### src/rtl/GAM_package.sv
// Shared types for the node-memory arbiter: access type, FSM states,
// requester indices and a one-hot helper.
package GAM_package;

  typedef enum logic {
    READ  = 1'b0,
    WRITE = 1'b1
  } RD_WR_T;

  typedef enum logic [1:0] {
    ARB_IDLE   = 2'd0,
    ARB_GRANT  = 2'd1,
    ARB_LOCKED = 2'd2
  } ARB_STATE_T;

  localparam int N_REQ      = 3;
  localparam int REQ_LEARN  = 0;
  localparam int REQ_ASSOC  = 1;
  localparam int REQ_RECALL = 2;

  function automatic logic [N_REQ-1:0] idx2oh(
    input logic [1:0] idx
  );
    return N_REQ'(1) << idx;
  endfunction

endpackage

### src/rtl/node_arb_select.sv
// Winner select: first eligible requester searching upward from pointer.
// Ports: req, mask, pointer in; onehot, index out.
module node_arb_select
  import GAM_package::*;
(
  input  logic [N_REQ-1:0] req,
  input  logic [N_REQ-1:0] mask,
  input  logic [1:0]       pointer,
  output logic [N_REQ-1:0] onehot,
  output logic [1:0]       index
);

  function automatic int rot(
    input logic [1:0] p,
    input int         i
  );
    return (int'(p) + i) % N_REQ;
  endfunction

  logic [N_REQ-1:0] cand;
  logic             found;

  always_comb begin
    cand   = req & ~mask;
    onehot = '0;
    index  = '0;
    found  = 1'b0;
    for (int i = 0; i < N_REQ; i++) begin
      if (!found && cand[rot(pointer, i)]) begin
        found                    = 1'b1;
        onehot[rot(pointer, i)]  = 1'b1;
        index                    = 2'(rot(pointer, i));
      end
    end
  end

endmodule

### src/rtl/node_memory_arbiter.sv
// Three-requester node-memory arbiter with lock, lock timeout and read-valid
// return. Ports: clk, reset(async low), req/lock/rd_wr/addr/wdata per
// requester in; gnt, mem_en, mem_rd_wr, mem_addr, mem_wdata, rdata_valid,
// lock_timeout, busy out. Define NODE_ARB_ROUND_ROBIN_EN for round-robin,
// otherwise fixed priority bit0 > bit1 > bit2.
module node_memory_arbiter
  import GAM_package::*;
#(
  parameter int ADDR_W   = 8,
  parameter int DATA_W   = 16,
  parameter int MAX_LOCK = 64
) (
  input  logic                clk,
  input  logic                reset,
  input  logic [2:0]          req,
  input  logic [2:0]          lock,
  input  logic [2:0]          rd_wr,
  input  logic [3*ADDR_W-1:0] addr,
  input  logic [3*DATA_W-1:0] wdata,
  output logic [2:0]          gnt,
  output logic                mem_en,
  output logic                mem_rd_wr,
  output logic [ADDR_W-1:0]   mem_addr,
  output logic [DATA_W-1:0]   mem_wdata,
  output logic [2:0]          rdata_valid,
  output logic                lock_timeout,
  output logic                busy
);

  localparam int CNT_W = $clog2(MAX_LOCK + 1);
  localparam logic [CNT_W-1:0] CNT_MAX = CNT_W'(MAX_LOCK - 1);

  ARB_STATE_T        state_q, state_d;
  logic [1:0]        owner_q, owner_d;
  logic [CNT_W-1:0]  lock_cnt_q, lock_cnt_d;
  logic [2:0]        excl_q, excl_d;
  logic [2:0]        rv_q, rv_d;
  logic              to_q, to_d;
  logic [ADDR_W-1:0] addr_hold_q, addr_hold_d;
  logic [DATA_W-1:0] wdata_hold_q, wdata_hold_d;
  logic              rw_hold_q, rw_hold_d;

  logic [ADDR_W-1:0] own_addr;
  logic [DATA_W-1:0] own_wdata;
  logic              own_rw;
  logic              own_req;
  logic              own_lock;

  logic [2:0]        mask;
  logic [1:0]        ptr;
  logic [2:0]        win_oh;
  logic [1:0]        win_idx;

  always_comb begin
    own_addr  = addr[ADDR_W-1:0];
    own_wdata = wdata[DATA_W-1:0];
    own_rw    = rd_wr[REQ_LEARN];
    own_req   = req[REQ_LEARN];
    own_lock  = lock[REQ_LEARN];
    case (owner_q)
      2'(REQ_ASSOC): begin
        own_addr  = addr[ADDR_W +: ADDR_W];
        own_wdata = wdata[DATA_W +: DATA_W];
        own_rw    = rd_wr[REQ_ASSOC];
        own_req   = req[REQ_ASSOC];
        own_lock  = lock[REQ_ASSOC];
      end
      2'(REQ_RECALL): begin
        own_addr  = addr[2*ADDR_W +: ADDR_W];
        own_wdata = wdata[2*DATA_W +: DATA_W];
        own_rw    = rd_wr[REQ_RECALL];
        own_req   = req[REQ_RECALL];
        own_lock  = lock[REQ_RECALL];
      end
      default: ;
    endcase
  end

  assign busy         = (state_q != ARB_IDLE);
  assign gnt          = busy ? idx2oh(owner_q) : 3'b000;
  assign mem_en       = busy & own_req;
  assign mem_addr     = busy ? own_addr : addr_hold_q;
  assign mem_wdata    = busy ? own_wdata : wdata_hold_q;
  assign mem_rd_wr    = busy ? own_rw : rw_hold_q;
  assign rdata_valid  = rv_q;
  assign lock_timeout = to_q;

  // A timed-out owner sits out only if someone else is asking.
  assign mask = ((req & ~excl_q) != 3'b000) ? excl_q : 3'b000;

`ifdef NODE_ARB_ROUND_ROBIN_EN
  logic [1:0] ptr_q, ptr_d;

  assign ptr = ptr_q;

  // Next search start is the slot after the new owner.
  always_comb begin
    ptr_d = ptr_q;
    if (state_q == ARB_IDLE && |win_oh)
      ptr_d = {win_oh[1], win_oh[0]};
  end

  always_ff @(posedge clk or negedge reset) begin
    if (!reset) ptr_q <= 2'd0;
    else        ptr_q <= ptr_d;
  end
`else
  assign ptr = 2'd0;
`endif

  node_arb_select u_sel (
    .req     (req),
    .mask    (mask),
    .pointer (ptr),
    .onehot  (win_oh),
    .index   (win_idx)
  );

  always_comb begin
    state_d      = state_q;
    owner_d      = owner_q;
    lock_cnt_d   = lock_cnt_q;
    excl_d       = excl_q;
    to_d         = 1'b0;
    rv_d         = (mem_en && own_rw == READ) ? gnt : 3'b000;
    addr_hold_d  = mem_addr;
    wdata_hold_d = mem_wdata;
    rw_hold_d    = mem_rd_wr;
    case (state_q)
      ARB_IDLE: begin
        if (|win_oh) begin
          state_d    = ARB_GRANT;
          owner_d    = win_idx;
          lock_cnt_d = '0;
          excl_d     = 3'b000;
        end
      end
      ARB_GRANT: begin
        state_d = own_lock ? ARB_LOCKED : ARB_IDLE;
      end
      ARB_LOCKED: begin
        if (!own_lock) begin
          state_d = ARB_IDLE;
        end else if (lock_cnt_q >= CNT_MAX) begin
          state_d = ARB_IDLE;
          to_d    = 1'b1;
          excl_d  = gnt;
        end else begin
          lock_cnt_d = lock_cnt_q + CNT_W'(1);
        end
      end
      default: state_d = ARB_IDLE;
    endcase
  end

  always_ff @(posedge clk or negedge reset) begin
    if (!reset) begin
      state_q      <= ARB_IDLE;
      owner_q      <= 2'd0;
      lock_cnt_q   <= '0;
      excl_q       <= 3'b000;
      rv_q         <= 3'b000;
      to_q         <= 1'b0;
      addr_hold_q  <= '0;
      wdata_hold_q <= '0;
      rw_hold_q    <= READ;
    end else begin
      state_q      <= state_d;
      owner_q      <= owner_d;
      lock_cnt_q   <= lock_cnt_d;
      excl_q       <= excl_d;
      rv_q         <= rv_d;
      to_q         <= to_d;
      addr_hold_q  <= addr_hold_d;
      wdata_hold_q <= wdata_hold_d;
      rw_hold_q    <= rw_hold_d;
    end
  end

endmodule

### config.mk
export PLATFORM = sky130hd
export DESIGN_NAME = node_memory_arbiter
export DESIGN_NICKNAME = d
export VERILOG_FILES = /design/src/rtl/GAM_package.sv /design/src/rtl/node_arb_select.sv /design/src/rtl/node_memory_arbiter.sv
export SDC_FILE = /design/constraint.sdc
export NUM_CORES = 1
export LEC_CHECK = 0
export BUFFER_PORTS_ARGS = -buffer_cell sky130_fd_sc_hd__buf_2
export CORE_MARGIN = 2
export CORE_UTILIZATION = 40
export CTS_CLUSTER_SIZE = 40
export DETAILED_ROUTE_END_ITERATION = 12
export GPL_TIMING_DRIVEN = 0
export PLACE_DENSITY = 0.68
export SYNTH_ARGS = -nofsm -noshare
export SYNTH_HDL_FRONTEND = slang
export SYNTH_SLANG_ARGS = --single-unit
export TNS_END_PERCENT = 100
### constraint.sdc
create_clock -name clk -period 2.4 [get_ports clk]
set_input_delay 0 -clock clk [delete_from_list [all_inputs] [get_ports clk]]
set_output_delay 0 -clock clk [all_outputs]
set_load 0.05 [all_outputs]
==> results.toml <==
[timing]
slew_viol_final = 0
worstMarginPinSlew_ns = 0.9654
finalCriticalPeriod_ns = 2.180
slew_headroom_pct = 35.64
finalSetupViolCount = 0
post-route-period-util_pct = 90.84
max_freq_mhz = 458.7
fin_tns_setup_ns = 0
finClkSkew_ns = 0.006202
hold_violations = 0
rsz0062_at_grt = "no"

[die]
die-width_um = 79.58
core_um2 = 5507
initial_core_util_pct = 41.49
rows = 27
die_area_um2 = 6332
dieHeight_um = 79.58
io_pins = 117

[final_layout]
final_nets = 475
final_util_pct = 56.51
drive_gt1_share_pct = 37.02
final_area_um2 = 3112
antenna_cells = 0
syn_to_final_growth_pct = 36.20
fill_cells = 552

[detailed_routing]
avgRoutedWirePerCell_um = 14.54
routed_wl_um = 6703
vias_per_cell = 5.208
route.detailed.drc = 0
drtIter0Drc = 136
vias = 2401
firstDrtPassIters = 6
routed.top_layer = "met4"
wl_met2_um = 3289
wl_met3_um = 464
postRouteAntennaNets = 0
wl_met1_um = 2859

[run]
maxCapViolCount = 0

[logic_synthesis]
synth.area.top_cells = "dfrtp_1, o21ai_0, nand2_1, a22oi_1, ha_1"
syn_area_per_cell_um2 = 8.687
synth_cell_types = 33
synthesis.nets = 350
ys.flop_type = "dfrtp_1"
yosys.area.top_type = "dfrtp_1"
synth_top_area_share_pct = 47.10
seq_area_frac_synth_pct = 47.10
synthesis.area_um2 = 2285
async_flop_share_pct = 100.0
ys_ff_latch = 43
synth_common_cells = "nand2_1, o21ai_0, dfrtp_1, a22oi_1"
synth_edf_count = 0
synth_cells = 263
yosysWarnings = 0
synth_most_common_cell = "nand2_1"

[clock_tree]
clock_path_buffers = 2
htree_num_levels = 2
clk_latency_ns = 0.30
cts.sinks = 43
cts_setup_buffers = 0
numCtsBuffers = 5
clockRootBuffer = "clkbuf_8"
clkTransAtPathRegs_ns = 0.08
cts_tree = "yes"

[critical_path]
cp_cell_sequence = "inv_1 > ha_1 > clkbuf_4 > clkbuf_4 > a22oi_1 > nand2_1 > o21ai_0 > o21ai_1 > buf_4"
cp.required_ns = 2.40
critical_path_class = "flip-flop to output pin"
cp_common_cell = "clkbuf_4"
critPathTopFamily = "buffers and inverters"
cp_max_fo = 10
arrival_ns = 2.18
cp_slowest_stage_delay_ns = 0.38
crit_path_top_delay_cell = "dfrtp_1"
start_kind = "flip-flop"
end_kind = "output pin"
critPathBufInv = 4

[global_routing]
grt_pass1_vias = 2172
antenna_found_initial = 0
grt_pass1_wl_um = 10700
grt_max_degree = 44
grt-ovfl-total = 0
track_usage_pct = 21.76

[worst_hold_path]
hp-class = "primary input to flip-flop"

[place]
io_buffer_count = 116
dpl.hpwl_um = 4936
place.gp.congestion = 0.9283
placed_area_um2 = 2960

[status]
status = "complete, no violations"
-- placed cells by master (no fill, tap or decap), types with 6 or more instances in the layout --
| master | count |
|---|---|
| clkbuf_4 | 9 |
| clkbuf_8 | 7 |
| o21ai_0 | 27 |
| inv_1 | 8 |
| dfrtp_1 | 43 |
| nand2_1 | 59 |
| o21ai_1 | 29 |
| nor2b_1 | 6 |
| a22oi_1 | 27 |
| buf_2 | 116 |
-- worst reg2reg max path: cells and delay by family (launching register included) --
family / cells / cell delay, ns
AO/OA/AOI/OAI: 2 / 0.57
adder cells (fa/ha/maj): 1 / 0.27
flip-flops: 1 / 0.41
AND/OR/NAND/NOR: 2 / 0.34
buffers and inverters: 2 / 0.26
-- layer usage --
layer	vias to the layer above	global-route usage, %
li1	1192	-
met1	1119	28.18
met2	81	36.72
met3	9	4.412
met4	0	6.379
met5	-	0
-- cells by family (layout without fill, tap and decap cells) --
| group | Yosys count | in the layout | share of synthesized area, % |
|---|---|---|---|
| AOI/OAI and AO/OA | 102 | 102 | 28.53 |
| adders and majority gates | 4 | 4 | 2.191 |
| buffers and inverters | 26 | 152 | 4.875 |
| DFF | 43 | 43 | 47.10 |
| muxes | 2 | 2 | 0.8763 |
| and+or+nand+nor | 86 | 86 | 16.43 |
-- metrics by stage --
| stage | hold slack, ns | setup slack (ns) | std cells |
|---|---|---|---|
| after floorplan | -0.2956 | 0.1287 | 263 |
| after global placement | 0.2008 | 0.1911 | 451 |
| after detailed placement | 0.1961 | 0.1240 | 451 |
| after CTS | 0.01710 | 0.003342 | 461 |
| after global routing | 0.03602 | 0.03072 | 461 |
| final | 0.01698 | 0.2198 | 461 |
-- registers in the layout, summed over array words and instances (netlist names) --
signal	count
wdata_hold_q	16
addr_hold_q	8
lock_cnt_q	7
excl_q	3
rdata_valid	3
owner_q	2
state_q	2
lock_timeout	1
rw_hold_q	1
-- final timing paths --
path,depth (start not counted),start,end,slack [ns]
max,9,owner_q[0],mem_wdata[14],0.22
min in group asynchronous,2,reset,addr_hold_q[4],0.39
min reg2reg,2,wdata_hold_q[2],wdata_hold_q[2],0.50
max in group asynchronous,2,reset,excl_q[2],1.41
max reg2reg,7,owner_q[1],lock_cnt_q[3],0.43
min,3,addr[4],addr_hold_q[4],0.02
-- layout make-up --
class	instances	area (µm²)	area share (%)
multi-input cells	194	1102	35.42
flip-flops and latches	43	1076	34.58
repair buffers	118	613.1	19.70
clock buffers	8	100.1	3.217
plain buffers	18	100.1	3.217
well taps	72	90.09	2.895
inverters	8	30.03	0.9650
-- repair_timing --
item,4_1_cts,5_1_grt
hold endpoints to repair,44,0
hold buffers,2,0
gates cloned,0,0
endpoints found under the setup margin,8,20
resized for setup,3,17
Power is left out: the tool's default activity adds up to more than one toggle a clock period on the data nets, which glitch-free logic cannot reach.
